## config.mk

```make
export PLATFORM = sky130hd
export DESIGN_NAME = enemy_column_gen_flat
export DESIGN_NICKNAME = d
export VERILOG_FILES = /design/src/rtl/enemy_column_gen_if.sv /design/src/rtl/enemy_column_gen.sv /design/src/flat_wrapper.sv
export SDC_FILE = /design/constraint.sdc
export NUM_CORES = 1
export LEC_CHECK = 0
export ABC_AREA = 0
export ABC_CLOCK_PERIOD_IN_PS = 2500
export BUFFER_PORTS_ARGS = -buffer_cell sky130_fd_sc_hd__buf_2
export CAP_MARGIN = 20
export CELL_PAD_IN_SITES_DETAIL_PLACEMENT = 2
export CELL_PAD_IN_SITES_GLOBAL_PLACEMENT = 2
export CORE_MARGIN = 8
export CORE_UTILIZATION = 28
export DETAILED_ROUTE_END_ITERATION = 8
export GPL_TIMING_DRIVEN = 0
export PLACE_DENSITY = 0.87
export SYNTH_ARGS = -nofsm -noshare
export SYNTH_HDL_FRONTEND = slang
export SYNTH_SLANG_ARGS = --single-unit
```

## constraint.sdc

```tcl
create_clock -name clk_i -period 2.5 [get_ports clk_i]
set_clock_uncertainty 0.1 [all_clocks]
set_input_delay 0.375 -clock clk_i [delete_from_list [all_inputs] [get_ports clk_i]]
set_output_delay 0.375 -clock clk_i [all_outputs]
set_load 0.1 [all_outputs]
```

## src/rtl/enemy_column_gen_if.sv

```systemverilog
// Column bus: frame/march/hit controls in from the formation, position/alive/score out.
// Master is the formation controller, slave is the column; no flow control, all strobes one cycle.
interface enemy_column_gen_if #(
  parameter int ROWS_P = 4
);
  logic              frame_i;
  logic              dir_i;
  logic              drop_i;
  logic              pointed_to_i;
  logic              hit_i;
  logic [2:0]        hit_row_i;
  logic [9:0]        left_pos_o;
  logic [9:0]        right_pos_o;
  logic [9:0]        top_pos_o;
  logic [ROWS_P-1:0] alive_o;
  logic [2:0]        bottom_row_o;
  logic [9:0]        bottom_y_o;
  logic              hit_ack_o;
  logic [3:0]        score_o;
  logic              expl_active_o;
  logic [2:0]        expl_row_o;
  logic              all_dead_o;

  modport master (
    output frame_i, dir_i, drop_i, pointed_to_i, hit_i, hit_row_i,
    input  left_pos_o, right_pos_o, top_pos_o, alive_o, bottom_row_o, bottom_y_o,
           hit_ack_o, score_o, expl_active_o, expl_row_o, all_dead_o
  );

  modport slave (
    input  frame_i, dir_i, drop_i, pointed_to_i, hit_i, hit_row_i,
    output left_pos_o, right_pos_o, top_pos_o, alive_o, bottom_row_o, bottom_y_o,
           hit_ack_o, score_o, expl_active_o, expl_row_o, all_dead_o
  );
endinterface

```

## src/rtl/enemy_column_gen.sv

```systemverilog
// Invader column: alive mask, frame-driven march, row-addressed hits and a frame-timed explosion.
// Positions, hit ack and explosion update one cycle after their strobe; no backpressure.
module enemy_column_gen #(
  parameter int ROWS_P           = 4,
  parameter int LEFT_START_P     = 9,
  parameter int TOP_START_P      = 9,
  parameter int ROW_PITCH_P      = 40,
  parameter int ENEMY_W_P        = 32,
  parameter int ENEMY_H_P        = 32,
  parameter int STEP_PX_P        = 2,
  parameter int STEP_DIV_P       = 4,
  parameter int DROP_PX_P        = 8,
  parameter int EXPLODE_FRAMES_P = 8,
  parameter int SCREEN_W_P       = 640
) (
  input logic                clk_i,
  input logic                reset_ni,
  enemy_column_gen_if.slave  col
);

  localparam int DIV_W = (STEP_DIV_P > 1) ? $clog2(STEP_DIV_P) : 1;
  localparam int CNT_W = $clog2(EXPLODE_FRAMES_P + 1);
  localparam logic [10:0] X_MAX = 11'(SCREEN_W_P - ENEMY_W_P);

  typedef enum logic {IDLE, EXPLODE} state_t;

  state_t            state_q, state_d;
  logic [CNT_W-1:0]  cnt_q, cnt_d;
  logic [2:0]        expl_row_q, expl_row_d;
  logic [DIV_W-1:0]  div_q;
  logic [9:0]        left_q, top_q;
  logic [ROWS_P-1:0] alive_q;
  logic              hit_ack_q;
  logic [3:0]        score_q;

  logic        move;
  logic        accept;
  logic [7:0]  alive_pad;
  logic [10:0] top_sum, left_inc;
  logic [3:0]  hit_score;
  logic [2:0]  bottom_row;
  logic [9:0]  row_off;

  assign move      = col.frame_i && (div_q == DIV_W'(STEP_DIV_P - 1));
  assign alive_pad = 8'(alive_q);
  assign accept    = col.hit_i && col.pointed_to_i &&
                     ({1'b0, col.hit_row_i} < 4'(ROWS_P)) && alive_pad[col.hit_row_i];
  assign top_sum   = {1'b0, top_q} + 11'(DROP_PX_P);
  assign left_inc  = {1'b0, left_q} + 11'(STEP_PX_P);
  assign hit_score = (col.hit_row_i < 3'd2) ? 4'd3 : (col.hit_row_i < 3'd4) ? 4'd2 : 4'd1;

  // March, alive mask and hit acknowledge
  always_ff @(posedge clk_i or negedge reset_ni) begin
    if (!reset_ni) begin
      div_q     <= '0;
      left_q    <= 10'(LEFT_START_P);
      top_q     <= 10'(TOP_START_P);
      alive_q   <= '1;
      hit_ack_q <= 1'b0;
      score_q   <= 4'd0;
    end else begin
      if (col.frame_i) div_q <= move ? '0 : div_q + 1'b1;
      if (move) begin
        if (col.drop_i)
          top_q <= top_sum[10] ? 10'd1023 : top_sum[9:0];
        else if (col.dir_i)
          left_q <= (left_inc > X_MAX) ? X_MAX[9:0] : left_inc[9:0];
        else
          left_q <= (left_q < 10'(STEP_PX_P)) ? 10'd0 : left_q - 10'(STEP_PX_P);
      end
      if (accept) alive_q[col.hit_row_i[$clog2(ROWS_P+1)-1:0]] <= 1'b0;
      hit_ack_q <= accept;
      score_q   <= accept ? hit_score : 4'd0;
    end
  end

  always_ff @(posedge clk_i or negedge reset_ni) begin
    if (!reset_ni) begin
      state_q    <= IDLE;
      cnt_q      <= '0;
      expl_row_q <= 3'd0;
    end else begin
      state_q    <= state_d;
      cnt_q      <= cnt_d;
      expl_row_q <= expl_row_d;
    end
  end

  // A fresh hit always restarts the explosion, even on the frame that would end it
  always_comb begin
    state_d    = state_q;
    cnt_d      = cnt_q;
    expl_row_d = expl_row_q;
    if (accept) begin
      state_d    = EXPLODE;
      cnt_d      = CNT_W'(EXPLODE_FRAMES_P);
      expl_row_d = col.hit_row_i;
    end else if (state_q == EXPLODE && col.frame_i) begin
      cnt_d = cnt_q - 1'b1;
      if (cnt_q == CNT_W'(1)) state_d = IDLE;
    end
  end

  always_comb begin
    bottom_row = 3'd0;
    for (int i = 0; i < ROWS_P; i++)
      if (alive_q[i]) bottom_row = 3'(i);
  end

  assign row_off = 10'(int'(bottom_row) * ROW_PITCH_P);

  assign col.left_pos_o    = left_q;
  assign col.right_pos_o   = left_q + 10'(ENEMY_W_P - 1);
  assign col.top_pos_o     = top_q;
  assign col.alive_o       = alive_q;
  assign col.bottom_row_o  = bottom_row;
  assign col.bottom_y_o    = top_q + row_off + 10'(ENEMY_H_P - 1);
  assign col.hit_ack_o     = hit_ack_q;
  assign col.score_o       = score_q;
  assign col.expl_active_o = (state_q == EXPLODE);
  assign col.expl_row_o    = expl_row_q;
  assign col.all_dead_o    = (alive_q == '0);

endmodule
```

## src/flat_wrapper.sv

```systemverilog
// flat-port wrapper written by rule: the top's interface ports become plain ports
module enemy_column_gen_flat 
#(
  parameter int ROWS_P           = 4,
  parameter int LEFT_START_P     = 9,
  parameter int TOP_START_P      = 9,
  parameter int ROW_PITCH_P      = 40,
  parameter int ENEMY_W_P        = 32,
  parameter int ENEMY_H_P        = 32,
  parameter int STEP_PX_P        = 2,
  parameter int STEP_DIV_P       = 4,
  parameter int DROP_PX_P        = 8,
  parameter int EXPLODE_FRAMES_P = 8,
  parameter int SCREEN_W_P       = 640
)
  (clk_i, reset_ni, col_frame_i, col_dir_i, col_drop_i, col_pointed_to_i, col_hit_i, col_hit_row_i, col_left_pos_o, col_right_pos_o, col_top_pos_o, col_alive_o, col_bottom_row_o, col_bottom_y_o, col_hit_ack_o, col_score_o, col_expl_active_o, col_expl_row_o, col_all_dead_o);
  enemy_column_gen_if #(.ROWS_P(ROWS_P)) col_i ();
  input logic clk_i;
  input logic reset_ni;
  input wire logic [$bits(col_i.frame_i)-1:0] col_frame_i;
  input wire logic [$bits(col_i.dir_i)-1:0] col_dir_i;
  input wire logic [$bits(col_i.drop_i)-1:0] col_drop_i;
  input wire logic [$bits(col_i.pointed_to_i)-1:0] col_pointed_to_i;
  input wire logic [$bits(col_i.hit_i)-1:0] col_hit_i;
  input wire logic [$bits(col_i.hit_row_i)-1:0] col_hit_row_i;
  output wire logic [$bits(col_i.left_pos_o)-1:0] col_left_pos_o;
  output wire logic [$bits(col_i.right_pos_o)-1:0] col_right_pos_o;
  output wire logic [$bits(col_i.top_pos_o)-1:0] col_top_pos_o;
  output wire logic [$bits(col_i.alive_o)-1:0] col_alive_o;
  output wire logic [$bits(col_i.bottom_row_o)-1:0] col_bottom_row_o;
  output wire logic [$bits(col_i.bottom_y_o)-1:0] col_bottom_y_o;
  output wire logic [$bits(col_i.hit_ack_o)-1:0] col_hit_ack_o;
  output wire logic [$bits(col_i.score_o)-1:0] col_score_o;
  output wire logic [$bits(col_i.expl_active_o)-1:0] col_expl_active_o;
  output wire logic [$bits(col_i.expl_row_o)-1:0] col_expl_row_o;
  output wire logic [$bits(col_i.all_dead_o)-1:0] col_all_dead_o;
  assign col_i.frame_i = col_frame_i;
  assign col_i.dir_i = col_dir_i;
  assign col_i.drop_i = col_drop_i;
  assign col_i.pointed_to_i = col_pointed_to_i;
  assign col_i.hit_i = col_hit_i;
  assign col_i.hit_row_i = col_hit_row_i;
  assign col_left_pos_o = col_i.left_pos_o;
  assign col_right_pos_o = col_i.right_pos_o;
  assign col_top_pos_o = col_i.top_pos_o;
  assign col_alive_o = col_i.alive_o;
  assign col_bottom_row_o = col_i.bottom_row_o;
  assign col_bottom_y_o = col_i.bottom_y_o;
  assign col_hit_ack_o = col_i.hit_ack_o;
  assign col_score_o = col_i.score_o;
  assign col_expl_active_o = col_i.expl_active_o;
  assign col_expl_row_o = col_i.expl_row_o;
  assign col_all_dead_o = col_i.all_dead_o;
  enemy_column_gen #(.ROWS_P(ROWS_P), .LEFT_START_P(LEFT_START_P), .TOP_START_P(TOP_START_P), .ROW_PITCH_P(ROW_PITCH_P), .ENEMY_W_P(ENEMY_W_P), .ENEMY_H_P(ENEMY_H_P), .STEP_PX_P(STEP_PX_P), .STEP_DIV_P(STEP_DIV_P), .DROP_PX_P(DROP_PX_P), .EXPLODE_FRAMES_P(EXPLODE_FRAMES_P), .SCREEN_W_P(SCREEN_W_P)) u_core (.clk_i(clk_i), .reset_ni(reset_ni), .col(col_i));
endmodule
```

== After elaboration in Yosys (flattened, before gate mapping) ==
Index checks and enable logic that the tools add are counted.
Operators by class
  add/sub/neg operators: 8
  multiply operators: 1
  magnitude comparators: 8
  eq/ne operators: 2
  muxes and demuxes: 20
  bitwise gates (word level): 3
  reduce and logical (&&, ||, !) cells: 12
Operators by type and width (count)
  $mux W10: 4
  $add A10 B5 Y10 const B: 2
  $mux W4: 4
  $add A10 B2 Y11 const B: 1
  $add A10 B4 Y11 const B: 1
  $gt A11 B10 Y1 const B: 1
  $add A10 B10 Y10: 1
  $lt A10 B2 Y1 const B: 1
  $sub A10 B2 Y10 const B: 1
  $lt A3 B3 Y1 const B: 3
  $mux W2: 4
  $logic_and A1 B1 Y1: 6
  $mux W1: 6
  $reduce_and A2 Y1: 3
  $mul A2 B3 Y5 const B: 1
  $and A4 B4 Y4: 1
  $eq A4 B1 Y1 const B: 1
  $logic_not A4 Y1: 1
  $lt A3 B4 Y1 const B: 1
  $not A4 Y4: 1
  $reduce_bool A2 Y1: 2
  $sub A4 B1 Y4 const B: 1
  $bmux W1 S3: 1
  $ge A3 B1 Y1 const B: 1
  5 further kinds: 5
Storage, ports and cells
  register bits after elaboration: 39
  input port bits: 10
  output and inout port bits: 57
  word-level logic and storage cells: 63

== Longest topological paths before layout ==
  depth after elaboration: 6
  depth in mapped cells: 12
  gate-level depth less buffers: 12

== Worst setup path after synthesis ==
OpenSTA, ideal clock, no wires.
  path kind: register -> output
  from: register u_core.alive_q[1] (netlist: u_core.col.alive_o[1])
  to: output port col_bottom_y_o[9]
  data arrival time: 6.618 ns
  required time: 2.025 ns
  setup slack: -4.593 ns
  cell stages (with the launch flop): 12
  path buffers: 0
  cells stage by stage: dfstp_2 a21o_1 inv_1 ha_1 inv_1 ha_1 a21o_1 a21oi_1 o21bai_1 a21oi_1 nor2b_1 o311ai_0
On the way
  longest elaborated chain between the ends: 6
RTL lines
  start: declaration: line enemy_column_gen.sv:32  | logic [ROWS_P-1:0] alive_q;
  start signal: assignment: line enemy_column_gen.sv:58  | alive_q <= '1;
  start signal: indexed assignment: line enemy_column_gen.sv:71  | if (accept) alive_q[col.hit_row_i[$clog2(ROWS_P+1)-1:0]] <= 1'b0;
  $mux W1: line enemy_column_gen.sv:107  | if (alive_q[i]) bottom_row = 3'(i);
  $mux W2 (2 in series): line enemy_column_gen.sv:107
  named net col_bottom_row_o[0]: line flat_wrapper.sv:30  | output wire logic [$bits(col_i.bottom_row_o)-1:0] col_bottom_row_o;
  $mul A2 B3 Y5: line enemy_column_gen.sv:110  | assign row_off = 10'(int'(bottom_row) * ROW_PITCH_P);
  $add A10 B10 Y10: line enemy_column_gen.sv:117  | assign col.bottom_y_o = top_q + row_off + 10'(ENEMY_H_P - 1);
  $add A10 B5 Y10: line enemy_column_gen.sv:117
  end: declaration: line flat_wrapper.sv:31  | output wire logic [$bits(col_i.bottom_y_o)-1:0] col_bottom_y_o;
The timed path passes the listed nets, and every way through them passes these cells.

== Final worst setup path ==
  from: register u_core.alive_q[2] (netlist: u_core.col.alive_o[2])
  to: output port col_bottom_y_o[9]
On the way
  longest elaborated chain between the ends: 5
RTL lines (line)
  $mux W2 (2 in series): enemy_column_gen.sv:107
  $mul A2 B3 Y5: enemy_column_gen.sv:110
  $add A10 B10 Y10: enemy_column_gen.sv:117
  $add A10 B5 Y10: enemy_column_gen.sv:117
Every way passes these cells.

==> flow_summary.ini <==
[route]
wl_per_cell_um = 23.5
drcViolationCount = 0
top_layer_used = met4
drtPass1Iterations = 4
wl_met2_mm = 7.26
drtIter0Drc = 104
wl_met1_mm = 4.89
dr_total_vias = 2895
wl_mm = 12.9
viasPerCell = 5.26
wl_met3_um = 365
detail-route-antenna-nets = 0

[synth]
syn-instance-count = 307
synthAdderAreaFrac = 0.0959
synthXorXnorAreaFrac = 0.0717
synth_edf_count = 0
muxShareOfSynthArea = 0.0205
yosys.area_share.simple = 0.232
synth_warnings = 0
ys_seq_elements = 36
synth_cell_type_count = 63
async_flop_share = 1.00
synth_compound_area_frac = 0.158
synth_top_family_by_area = simple AND/OR/NAND/NOR gates
ys.flop_type = dfrtp_1
avgSynthCellArea_um2 = 8.75
syn-cell-area_um2 = 2690
synth-seq-area-share = 0.339

[timing]
slew_viol_final = 0
worst_pin_slew_ns = 0.894
hold_violations = 0
fmaxAchievable_mhz = 295
tns_ns = -4.89
rsz0062_at_grt = yes
min_period_ns = 3.39
min_period_over_period = 1.36
relSlewSlack = 0.404
setup_violations = 16
fin_ws_ns = -0.893
hold_ws_ns = 0.0881

[place]
portBuffers = 62
place_hpwl_mm = 7.03
gp_congestion = 0.792
place_inst = 500

[outcome]
violations = negative setup slack
status = complete, but fails checks

[clocking]
cts_buffers = 5
insertion_delay_ns = 0.30
postCtsHoldBufs = 0
clockRootBuffer = clkbuf_8
htree_levels = 2
tritoncts = built
clk_pin_slew_ns = 0.08
cts.sinks = 36
cts_buffer_depth = 2

[hold_path]
hold_path.class = in -> async

[finish]
drive_above_1_share = 0.544
final_cell_mix = 48 x buf_2, 41 x buf_4, 31 x nand2_1
instances_no_fill = 550
multi_input_area_um2 = 2170
n_antenna_cell = 0
final_util = 0.487
nNetsFinal = 450
final_common_cell = buf_2
regArea_um2 = 951
syn_to_final_growth_pct = 68.3
n_fill_cell = 970

[die]
coreArea_um2 = 9280
die_y_um = 114
fp-row-count = 35
dieWidth_um = 114
io_pins = 67
start_util = 0.289
die_area_um2 = 13000

[global_route]
gr-total-overflow = 0
first_global_vias = 3125
track_usage = 0.165
grt_max_degree = 37
grt_pass1_wl_mm = 17.1
antenna_found_initial = 0

[setup_path]
required_ns = 2.03
slowest_stage = dfstp_4
crit_buf_inv = 4
critPathKind = reg -> out
startpoint_type = register
worstPathCellList = inv_6, a21o_4, inv_4, ha_4, inv_2, ha_4, a21o_1, a21oi_4, o21bai_4, a21oi_4, nor2b_2, o311ai_4, buf_12
worst_setup_path_end_kind = primary output
max_stage_delay_ns = 0.65
crit_fanout = 3
cp_top_family = compound AO/OA/AOI/OAI gates
cp.arrival_ns = 2.92

[flow_run]
maxCapViolations = 0
==> synth_stat cells (5+ instances only) <==
cell | instances | share of area
clkbuf_1 | 5 | 0.0070
ha_1 | 19 | 0.088
o21ai_0 | 13 | 0.024
dfrtp_1 | 28 | 0.26
inv_1 | 25 | 0.035
buf_4 | 8 | 0.022
nor2_1 | 25 | 0.035
nor3_1 | 9 | 0.017
xor2_1 | 8 | 0.026
xnor2_1 | 14 | 0.046
dfstp_2 | 8 | 0.078
nand3_1 | 8 | 0.015
a21oi_1 | 16 | 0.030
nor4_1 | 5 | 0.012
nand2_1 | 34 | 0.048
nand2b_1 | 5 | 0.012
==> sequential cells by signal (all words and copies together) (netlist names) <==
register	cells
u_core.col.score_o	2
u_core.col.left_pos_o	10
u_core.cnt_q	4
u_core.col.top_pos_o	9
u_core.col.expl_active_o	1
u_core.col.expl_row_o	3
u_core.div_q	2
u_core.col.alive_o	4
u_core.col.hit_ack_o	1
==> path summary, 6_finish.rpt <==
kind	cells past startpoint	start	slack (ns)	to
max in group asynchronous	1	reset_ni	1.55	u_core.col.top_pos_o[1]$_DFFE_PN0P_
min in group clk_i	2	col_hit_row_i[1]	0.23	u_core.col.alive_o[3]$_DFFE_PN1P_
min	1	reset_ni	0.09	u_core.col.left_pos_o[1]$_DFFE_PN0P_
min reg2reg	1	u_core.col.alive_o[0]$_DFFE_PN1P_	0.38	u_core.col.alive_o[0]$_DFFE_PN1P_
max	13	u_core.col.alive_o[2]$_DFFE_PN1P_	-0.89	col_bottom_y_o[9]
max reg2reg	9	u_core.col.left_pos_o[1]$_DFFE_PN0P_	-0.19	u_core.col.left_pos_o[1]$_DFFE_PN0P_
==> per-stage QoR <==
| stage | setup slack (ns) | instance area, um2 |
|---|---|---|
| 6_report | -0.893 | 4520 |
| 5_1_grt | -0.960 | 4520 |
| 4_1_cts | -0.931 | 4140 |
| 3_5_place_dp | -1.04 | 3640 |
| 3_3_place_gp | -0.915 | 3640 |
| 2_1_floorplan | -1.37 | 3170 |
==> routing by layer <==
layer / up-vias / GRT usage
li1: 1286 / -
met1: 1500 / 0.187
met2: 83 / 0.314
met3: 26 / 0.0296
met4: 0 / 0.0328
met5: - / 0
==> worst reg2reg max path: cells and delay by family, from the launching register on <==
family | cells | cell delay [ns]
compound gates | 3 | 0.86
simple gates | 3 | 0.73
flops | 1 | 0.45
buf+inv | 2 | 0.27
fa+ha+maj | 1 | 0.14
==> kinds of logic (layout without fill, tap and decap cells) <==
kind of cell / Yosys count / after routing
fa+ha+maj: 20 / 20
xor+xnor: 22 / 22
other cells: 1 / 3
mux: 4 / 4
simple gates: 116 / 116
buf+inv: 43 / 155
compound gates: 65 / 65
flops: 36 / 36
==> area by class of cell <==
| class | count | share of cell area |
|---|---|---|
| Inverter | 25 | 0.0293 |
| Clock inverter | 2 | 0.00775 |
| Tap cell | 129 | 0.0357 |
| Multi-Input combinational cell | 230 | 0.481 |
| Clock buffer | 6 | 0.0160 |
| Buffer | 17 | 0.0318 |
| Sequential cell | 36 | 0.210 |
| Timing Repair Buffer | 105 | 0.188 |
==> what timing repair did <==
item,4_1_cts,5_1_grt
setup buffers,19,25
resized for setup,62,46
pin swaps,12,28
setup endpoints to repair,16,21
Power is not shown: default switching activity piles up to over one toggle a cycle in this logic, so the estimate is an artifact.
